--- src/rtl/i2c_txn_sequencer.sv ---
`default_nettype none
// ============================================================================
// Module  : i2c_txn_sequencer
// Brief   : Sequences one I2C transaction (flush, arm, byte count, drain)
//           with idle timeout and abort handling.
// Rev     : 1.0
// ============================================================================
module i2c_txn_sequencer #(
    parameter int FLUSH_CYC = 4,
    parameter int TMO_W     = 16
) (
    input  logic             PCLK,
    input  logic             PRESETn,
    input  logic             start,
    input  logic             abort,
    input  logic [6:0]       cfg_addr,
    input  logic             cfg_rw,
    input  logic [7:0]       cfg_len,
    input  logic [TMO_W-1:0] cfg_tmo,
    input  logic             i2c_ready,
    input  logic             rx_full,
    input  logic             byte_tog,
    output logic [7:0]       command,
    output logic [7:0]       addr_out,
    output logic             busy,
    output logic             done,
    output logic             err,
    output logic [1:0]       err_code,
    output logic [7:0]       bytes_left
);

    typedef enum logic [2:0] {
        S_IDLE  = 3'd0,
        S_FLUSH = 3'd1,
        S_ARM   = 3'd2,
        S_RUN   = 3'd3,
        S_DRAIN = 3'd4,
        S_DONE  = 3'd5,
        S_ERR   = 3'd6
    } state_t;

    localparam logic [7:0] CMD_IDLE  = 8'hF0;
    localparam logic [7:0] CMD_FLUSH = 8'hC0;
    localparam logic [7:0] CMD_ARM   = 8'hF8;
    localparam logic [7:0] CMD_RUN   = 8'hFC;
    localparam logic [7:0] CMD_DRAIN = 8'hF8;
    localparam logic [7:0] CMD_DONE  = 8'hF8;
    localparam logic [7:0] CMD_ERR   = 8'hF0;

    localparam logic [1:0] ERR_LEN   = 2'b01;
    localparam logic [1:0] ERR_TMO   = 2'b10;
    localparam logic [1:0] ERR_ABORT = 2'b11;

    localparam int FW = (FLUSH_CYC > 2) ? $clog2(FLUSH_CYC) : 1;

    state_t           state_q, state_d;
    logic [1:0]       rdy_sync_q, full_sync_q, tog_sync_q;
    logic             tog_dly_q;
    logic [6:0]       addr_q, addr_d;
    logic             rw_q, rw_d;
    logic [TMO_W-1:0] tmo_lim_q, tmo_lim_d;
    logic [TMO_W-1:0] tmo_q, tmo_d, tmo_nxt;
    logic [7:0]       bytes_q, bytes_d;
    logic [1:0]       code_q, code_d;
    logic [FW-1:0]    flush_q, flush_d;
    logic [7:0]       command_q, cmd_d;
    logic             done_q, err_q;
    logic             ready_s, full_s, byte_evt, busy_w, tmo_inc, tmo_hit;

    always_ff @(posedge PCLK or negedge PRESETn) begin
        if (!PRESETn) begin
            rdy_sync_q  <= '0;
            full_sync_q <= '0;
            tog_sync_q  <= '0;
            tog_dly_q   <= 1'b0;
        end else begin
            rdy_sync_q  <= {rdy_sync_q[0], i2c_ready};
            full_sync_q <= {full_sync_q[0], rx_full};
            tog_sync_q  <= {tog_sync_q[0], byte_tog};
            tog_dly_q   <= tog_sync_q[1];
        end
    end

    assign ready_s  = rdy_sync_q[1];
    assign full_s   = full_sync_q[1];
    assign byte_evt = tog_sync_q[1] ^ tog_dly_q;
    assign busy_w   = (state_q != S_IDLE) && (state_q != S_ERR);

    // A read stalled on a full RX FIFO is the host's fault, not the bus's: hold the timer.
    assign tmo_inc  = (state_q == S_ARM) || (state_q == S_DRAIN) ||
                      ((state_q == S_RUN) && !(full_s && rw_q));
    assign tmo_nxt  = tmo_q + TMO_W'(1);
    // Fires on the edge the counter would reach the limit, so ARM lasts exactly cfg_tmo cycles.
    assign tmo_hit  = tmo_inc && (tmo_nxt == tmo_lim_q);

    always_comb begin
        state_d   = state_q;
        addr_d    = addr_q;
        rw_d      = rw_q;
        tmo_lim_d = tmo_lim_q;
        bytes_d   = bytes_q;
        code_d    = code_q;
        flush_d   = '0;
        tmo_d     = tmo_q;
        cmd_d     = CMD_IDLE;

        case (state_q)
            S_IDLE, S_ERR: begin
                if (start) begin
                    addr_d    = cfg_addr;
                    rw_d      = cfg_rw;
                    tmo_lim_d = cfg_tmo;
                    bytes_d   = cfg_len;
                    code_d    = 2'b00;
                    if (cfg_len == 8'd0) begin
                        state_d = S_ERR;
                        code_d  = ERR_LEN;
                    end else begin
                        state_d = S_FLUSH;
                    end
                end
            end
            S_FLUSH: begin
                flush_d = flush_q + FW'(1);
                if (flush_q == FW'(FLUSH_CYC - 1)) state_d = S_ARM;
            end
            S_ARM: begin
                if (ready_s) begin
                    state_d = S_RUN;
                end else if (tmo_hit) begin
                    state_d = S_ERR;
                    code_d  = ERR_TMO;
                end
            end
            S_RUN: begin
                if (byte_evt) begin
                    bytes_d = bytes_q - 8'd1;
                    if (bytes_q == 8'd1) state_d = S_DRAIN;
                end else if (tmo_hit) begin
                    state_d = S_ERR;
                    code_d  = ERR_TMO;
                end
            end
            S_DRAIN: begin
                if (ready_s) begin
                    state_d = S_DONE;
                end else if (tmo_hit) begin
                    state_d = S_ERR;
                    code_d  = ERR_TMO;
                end
            end
            S_DONE:  state_d = S_IDLE;
            default: state_d = S_IDLE;
        endcase

        if (abort && busy_w) begin
            state_d = S_ERR;
            code_d  = ERR_ABORT;
            bytes_d = bytes_q;
        end

        if ((state_d != state_q) || byte_evt) begin
            tmo_d = '0;
        end else if (tmo_inc) begin
            tmo_d = tmo_nxt;
        end

        case (state_d)
            S_IDLE:  cmd_d = CMD_IDLE;
            S_FLUSH: cmd_d = CMD_FLUSH;
            S_ARM:   cmd_d = CMD_ARM;
            S_RUN:   cmd_d = CMD_RUN;
            S_DRAIN: cmd_d = CMD_DRAIN;
            S_DONE:  cmd_d = CMD_DONE;
            S_ERR:   cmd_d = CMD_ERR;
            default: cmd_d = CMD_IDLE;
        endcase
    end

    // Outputs are registered from next state so they line up with state_q yet read 00 in reset.
    always_ff @(posedge PCLK or negedge PRESETn) begin
        if (!PRESETn) begin
            state_q   <= S_IDLE;
            addr_q    <= '0;
            rw_q      <= 1'b0;
            tmo_lim_q <= '0;
            tmo_q     <= '0;
            bytes_q   <= '0;
            code_q    <= '0;
            flush_q   <= '0;
            command_q <= '0;
            done_q    <= 1'b0;
            err_q     <= 1'b0;
        end else begin
            state_q   <= state_d;
            addr_q    <= addr_d;
            rw_q      <= rw_d;
            tmo_lim_q <= tmo_lim_d;
            tmo_q     <= tmo_d;
            bytes_q   <= bytes_d;
            code_q    <= code_d;
            flush_q   <= flush_d;
            command_q <= cmd_d;
            done_q    <= (state_d == S_DONE);
            err_q     <= (state_d == S_ERR);
        end
    end

    assign command    = command_q;
    assign addr_out   = {addr_q, rw_q};
    assign busy       = busy_w;
    assign done       = done_q;
    assign err        = err_q;
    assign err_code   = code_q;
    assign bytes_left = bytes_q;

endmodule
`default_nettype wire
--- config.mk ---
export PLATFORM = sky130hd
export DESIGN_NAME = i2c_txn_sequencer
export DESIGN_NICKNAME = d
export VERILOG_FILES = /design/src/rtl/i2c_txn_sequencer.sv
export SDC_FILE = /design/constraint.sdc
export NUM_CORES = 1
export LEC_CHECK = 0
export ABC_AREA = 1
export ABC_CLOCK_PERIOD_IN_PS = 2600
export CAP_MARGIN = 25
export CORE_UTILIZATION = 36
export CTS_BUF_LIST = sky130_fd_sc_hd__clkbuf_4
export DETAILED_ROUTE_END_ITERATION = 16
export PLACE_DENSITY_LB_ADDON = 0.1
export SLEW_MARGIN = 0
export SYNTH_ARGS = -nofsm -noshare
export SYNTH_HDL_FRONTEND = slang
export SYNTH_SLANG_ARGS = --single-unit
--- constraint.sdc ---
create_clock -name PCLK -period 2.6 [get_ports PCLK]
set_input_delay 0.39 -clock PCLK [delete_from_list [all_inputs] [get_ports PCLK]]
set_output_delay 0.39 -clock PCLK [all_outputs]
set_load 0.02 [all_outputs]
==> results.cfg, run 1 <==
[global_routing]
antenna_found_initial = 0
grt_pass1_vias = 3702
grt_overflow = 0
grt_usage_pct = 19.6
grt_start_max_net_pins = 47
grt_pass1_wl_um = 17600

[cells_and_area]
seq_area_mm2 = 0.00171
fin_nets = 658
fill_cells = 1098
fin_util_pct = 48.0
drive_gt1_share_pct = 18.3
multiInputGateArea_mm2 = 0.00214
areaGrowthSynthToFinish_pct = 29.3
n_antenna_cell = 0
final_area_mm2 = 0.00520

[detailed_routing]
post_drt_wl_per_cell_um = 13.7
drc = 0
num_vias = 3658
viasPerCell = 4.83
first_pass_iters = 4
drtIter0Drc = 166
drt_wl_total_um = 10400
ant_nets = 0

[critical_path]
path_delay_family = simple AND/OR/NAND/NOR gates
cp_slowest_stage_delay_ns = 0.41
path_buf_inv = 4
required_ns = 2.90
crit_path_start_kind = flip-flop
arrival_ns = 2.73
r2r_start = tmo_q[0]
crit_type = reg2reg
rrSetupSlack_ns = 0.17
end_kind = flip-flop
critPathMaxFanout = 8
crit_top_cell = nand2_1
path_cells = buf_4 -> nand3_1 -> nor2_4 -> nand4_1 -> nand3_1 -> nand2_1 -> inv_1 -> nand2_1 -> nor2_1 -> nand2_2 -> nand2_1 -> nand2_1 -> nand2_2 -> inv_2 -> nand2_2 -> nand2_1 -> nand3_4 -> buf_12 -> nor2_4
rr_endpoint = tmo_q[1]
r2r_cells = 19
slowest_stage = dfrtp_1

[yosys]
synthFlopType = dfrtp_1
async_flop_share_pct = 100
synth_cells = 533
synthMostInstantiatedCell = nand2_1
synth_edf_count = 0
syn_area_mm2 = 0.00402
synth_top_area_cell = dfrtp_1
ys.warnings.count = 0
synthDistinctLibCells = 38
synth_area_per_cell_um2 = 7.55
synth_area_leaders = dfrtp_1 42%, nand2_1 15%, nand3_1 6.0%, inv_1 5.0%, o21ai_0 4.6%
yosys.area.top_type_share_pct = 42.3
ys_seq_area_share_pct = 42.3
ys_ff_latch = 68
yosys-top-cells-count = 165 x nand2_1, 68 x dfrtp_1, 54 x inv_1, 48 x nand3_1

[floorplan]
rows = 38
initial_core_util_pct = 37.1
die_h_um = 108
core_area_mm2 = 0.0108
design.die.area_mm2 = 0.0116
num_io_pins = 68
die_width_um = 108

[min_path]
hold_class = reg2reg
hold-path-endpoint = tog_sync_q[1]
hp-start = tog_sync_q[0]
hold_depth = 0

[clock_network]
numCtsBuffers = 9
clock_latency_ns = 0.42
clk_pin_slew_worst_paths_ns = 0.10
cts_tree = yes
cts_sinks = 68
clk_path_buf_depth = 2
root_buffer = clkbuf_4
h-tree-depth = 3

[placed_design]
port_buffers = 65
dpl-instance-area_mm2 = 0.00492
hpwl_um = 7600
gp_congestion = 0.828

[sta]
relSlewSlack_pct = 58.7
finalMaxSlewViolations = 0
worstMarginPinSlew_ns = 0.614
setup_viol = 0
clock.fmax_mhz = 412
whs_ns = 0.354
finalClockSkew_ns = 0.0165
period_share_pct = 93.4
finalHoldViolations = 0
rsz0062_at_grt = yes
period_needed_ns = 2.43

[run]
cap_violations = 0

[pwr]
vdd_ir_drop_max_mv = 0.438
p_per_area_mw_per_mm2 = 1110
leakage_nw = 2.37

[outcome]
status = complete, no violations
[power breakdown]
group	internal, W	switching (W)
combinational	0.00134	0.00200
clock	0.000272	0.000380
sequential	0.00144	0.000347
[area by class of cell]
class	count	share of cell area [%]
Timing Repair Buffer	85	16.1
Inverter	59	4.26
Clock inverter	4	0.842
Tap cell	140	3.37
Clock buffer	9	1.30
Multi-Input combinational cell	392	41.2
Sequential cell	68	32.9
[cell families (layout without fill, tap and decap cells)]
group	Yosys count	after routing	share of synthesized area (%)
adder cells (fa/ha/maj)	4	4	1.24
other	2	3	0.187
flip-flops	68	68	42.3
XOR/XNOR	6	6	1.65
buffers and inverters	75	157	7.87
AND/OR/NAND/NOR	318	319	38.3
AO/OA/AOI/OAI	60	60	8.49
[placed cells by master (no fill, tap or decap), types with 7 or more instances in the layout]
cell and n:
a21oi_1 11, buf_4 15, clkbuf_4 9, clkdlybuf4s50_1 64, dfrtp_1 59, dfrtp_2 9
inv_1 51, inv_2 7, nand2_1 158, nand2_2 19, nand3_1 41, nand3_2 10
nand4_1 13, nor2_1 30, nor2_2 7, nor2_4 22, o21ai_0 36
[sequential cells by signal, indices dropped and copies added, names as in the netlist]
name and count:
err_code 2, tog_dly_q 1, rw_q 1, command 4, done 1, full_sync_q 2
err 1, tog_sync_q 2, flush_q 2, tmo_q 16, bytes_left 8, state_q 3
rdy_sync_q 2, tmo_lim_q 16, addr_q 7
[per-stage QoR]
step / setup TNS (ns) / worst slack, ns / std cells / total power [W]
2_1_floorplan: 0 / 0.320 / 534 / 0.00384
3_3_place_gp: 0 / 0.0398 / 740 / 0.00495
3_5_place_dp: 0 / 0.0338 / 740 / 0.00498
4_1_cts: 0 / 0.0960 / 754 / 0.00565
5_1_grt: -1.25 / -0.0913 / 757 / 0.00630
6_report: 0 / 0.171 / 757 / 0.00578
[routing by layer]
metal	track usage, %	vias up	share of wire [%]
li1	-	1877	-
met1	26.0	1691	49
met2	31.0	71	45
met3	4.84	19	4.5
met4	6.46	0	1.7
met5	0	-	0
[timing repair]
action | 4_1_cts | 5_1_grt
resized for setup | 0 | 46
endpoints found under the hold margin | 22 | 0
setup endpoints to repair | 0 | 20
hold buffers | 1 | 0
buffers inserted | 0 | 2
[worst max path at each step]
| stage | start | to | slack (ns) | depth (start not counted) |
|---|---|---|---|---|
| after floorplan | tmo_q[0] | tmo_q[10] | 0.32 | 21 |
| after global placement | cfg_len[2] | tmo_q[5] | 0.04 | 10 |
| after detailed placement | cfg_len[2] | tmo_q[5] | 0.03 | 10 |
| after CTS | tmo_q[1] | tmo_q[15] | 0.1 | 20 |
| after global routing | tmo_q[1] | tmo_q[5] | -0.09 | 18 |
| final | tmo_q[0] | tmo_q[1] | 0.17 | 19 |
No activity file was read; power rests on OpenSTA's default activity.
==> run 2, diff against run 1 <==
- ABC_CLOCK_PERIOD_IN_PS: 2600 -> 2700
- SLEW_MARGIN: 0 -> 20
- clock period: 2.6 -> 2.7 ns (I/O delays scaled with it)
==> results.cfg, run 2 (synthesis results as in run 1) <==
[placed_design]
hpwl_um = 7530
dpl-instance-area_mm2 = 0.00486
gp_congestion = 0.841
post-place-ws_ns = 0.145
port_buffers = 65
placedCellCount = 734

[cells_and_area]
seq_area_mm2 = 0.00171
n_antenna_cell = 0
drive_gt1_share_pct = 16.3
multiInputGateArea_mm2 = 0.00210
fin_nets = 658
final_area_mm2 = 0.00523
fin_cells = 760
fill_cells = 1084
areaGrowthSynthToFinish_pct = 30.1
layout_common_cells = 160 x nand2_1, 65 x dfrtp_1, 64 x clkdlybuf4s50_1
final_common_cell = nand2_1
fin_util_pct = 48.3

[global_routing]
grt_pass1_wl_um = 17100
grt_usage_pct = 19.1
grt_pass1_vias = 3649
grt_overflow = 0
antenna_found_initial = 0
grt_start_max_net_pins = 40

[critical_path]
end_kind = flip-flop
r2r_cells = 20
arrival_ns = 2.87
critPathMaxFanout = 8
required_ns = 3.02
crit_path_start_kind = flip-flop
rr_endpoint = tmo_q[15]
crit_type = reg2reg
startpoint = tmo_q[1]
r2r_start = tmo_q[1]
rrSetupSlack_ns = 0.15

[sta]
worstMarginPinSlew_ns = 0.565
setup_viol = 0
clock.fmax_mhz = 392
period_share_pct = 94.5
relSlewSlack_pct = 62.0
finalHoldViolations = 0
finalClockSkew_ns = 0.0186
fin_ws_ns = 0.150
rsz0062_at_grt = yes
finalMaxSlewViolations = 0
whs_ns = 0.359
period_needed_ns = 2.55

[pwr]
clkPwrFrac_pct = 15.3
vdd_ir_drop_max_mv = 0.477
p_per_area_mw_per_mm2 = 1080
switching_share_pct = 45.5
leakage_nw = 2.42
combPwrFrac_pct = 54.3
internal-power_w = 0.00307
p_seq_share_pct = 30.5
p_switching_w = 0.00257

[detailed_routing]
drtIter0Drc = 180
drc = 0
viasPerCell = 4.91
num_vias = 3731
ant_nets = 0
drt_wl_total_um = 10200
first_pass_iters = 4
post_drt_wl_per_cell_um = 13.4

[min_path]
hold_depth = 0
hold_class = reg2reg
hold-path-endpoint = full_sync_q[1]
hp-start = full_sync_q[0]

[floorplan]
core_area_mm2 = 0.0108
num_io_pins = 68
die_h_um = 108
die_width_um = 108
rows = 38
design.die.area_mm2 = 0.0116
initial_core_util_pct = 37.1

[clock_network]
clk_pin_slew_worst_paths_ns = 0.12
clk_path_buf_depth = 2
cts_tree = yes
clock_latency_ns = 0.43
numCtsBuffers = 9
cts_sinks = 68
h-tree-depth = 3
root_buffer = clkbuf_4

[run]
cap_violations = 0

[outcome]
status = complete, no violations
## run 2: cell count changes in the layout (fill, tap and decap cells not counted), sizes merged
cell      before  now
clkbuf         9   10
nor2          60   59
clkinvlp       0    1
inv           58   59
clkinv         4    3
bufinv         1    3
## run 2: timing repair
| action | CTS | global route |
|---|---|---|
| setup buffers | 0 | 8 |
| endpoints found under the setup margin | 0 | 16 |
| resized for setup | 0 | 27 |
| hold buffers | 1 | 0 |
| hold endpoints to repair | 26 | 0 |
## run 2: worst max path at each step
stage,cells past startpoint,to,slack [ns]
floorplan,21,tmo_q[10],0.42
global placement,10,tmo_q[5],0.17
detailed placement,19,tmo_q[5],0.15
CTS,19,tmo_q[5],0.11
global route,19,tmo_q[15],-0.04
finish,20,tmo_q[15],0.15
## run 2: power groups by stage
stage / logic, W / registers (W) / clock network (W)
6_report: 0.00306 / 0.00172 / 0.000859
5_1_grt: 0.00344 / 0.00178 / 0.000924
4_1_cts: 0.00298 / 0.00170 / 0.000883
3_5_place_dp: 0.00297 / 0.00171 / 0
3_3_place_gp: 0.00295 / 0.00172 / 0
2_1_floorplan: 0.00188 / 0.00182 / 0
## run 2: critical path, stage by stage, from the launching register on
cell and delay (ns):
dfrtp_1 0.42, ha_4 0.18, nand2_4 0.06, nor2_4 0.25, buf_6 0.15, nand4_1 0.10, nand3b_1 0.13, nand2_2 0.07
nor2_2 0.11, nand2_2 0.06, nor2_2 0.09, nand2_2 0.08, nand2_1 0.07, nand2_1 0.06, nand2_2 0.08, inv_2 0.05
nand2_2 0.07, nand2_2 0.07, nand3_4 0.13, clkbuf_16 0.17, nor2_4 0.03
## run 2: through the flow
step / TNS [ns] / total power, W
detailed placement: 0 / 0.00468
finish: 0 / 0.00563
global route: -0.365 / 0.00614
global placement: 0 / 0.00466
CTS: 0 / 0.00556
floorplan: 0 / 0.00370
## run 2: area by class of cell
type                       instances  share of cell area (%)
clock buffer                       9                    1.29
clock inverter                     7                    2.18
inverter                          59                    4.23
multi-input combinational        391                    40.1
sequential                        68                    32.6
tap                              140                    3.35
timing repair buffer              86                    16.3
## run 2: routing by layer
metal | part of all wire, % | track usage, %
met1 | 48 | 25.1
met2 | 45 | 30.8
met3 | 4.8 | 3.81
met4 | 2.5 | 7.53
met5 | 0 | 0
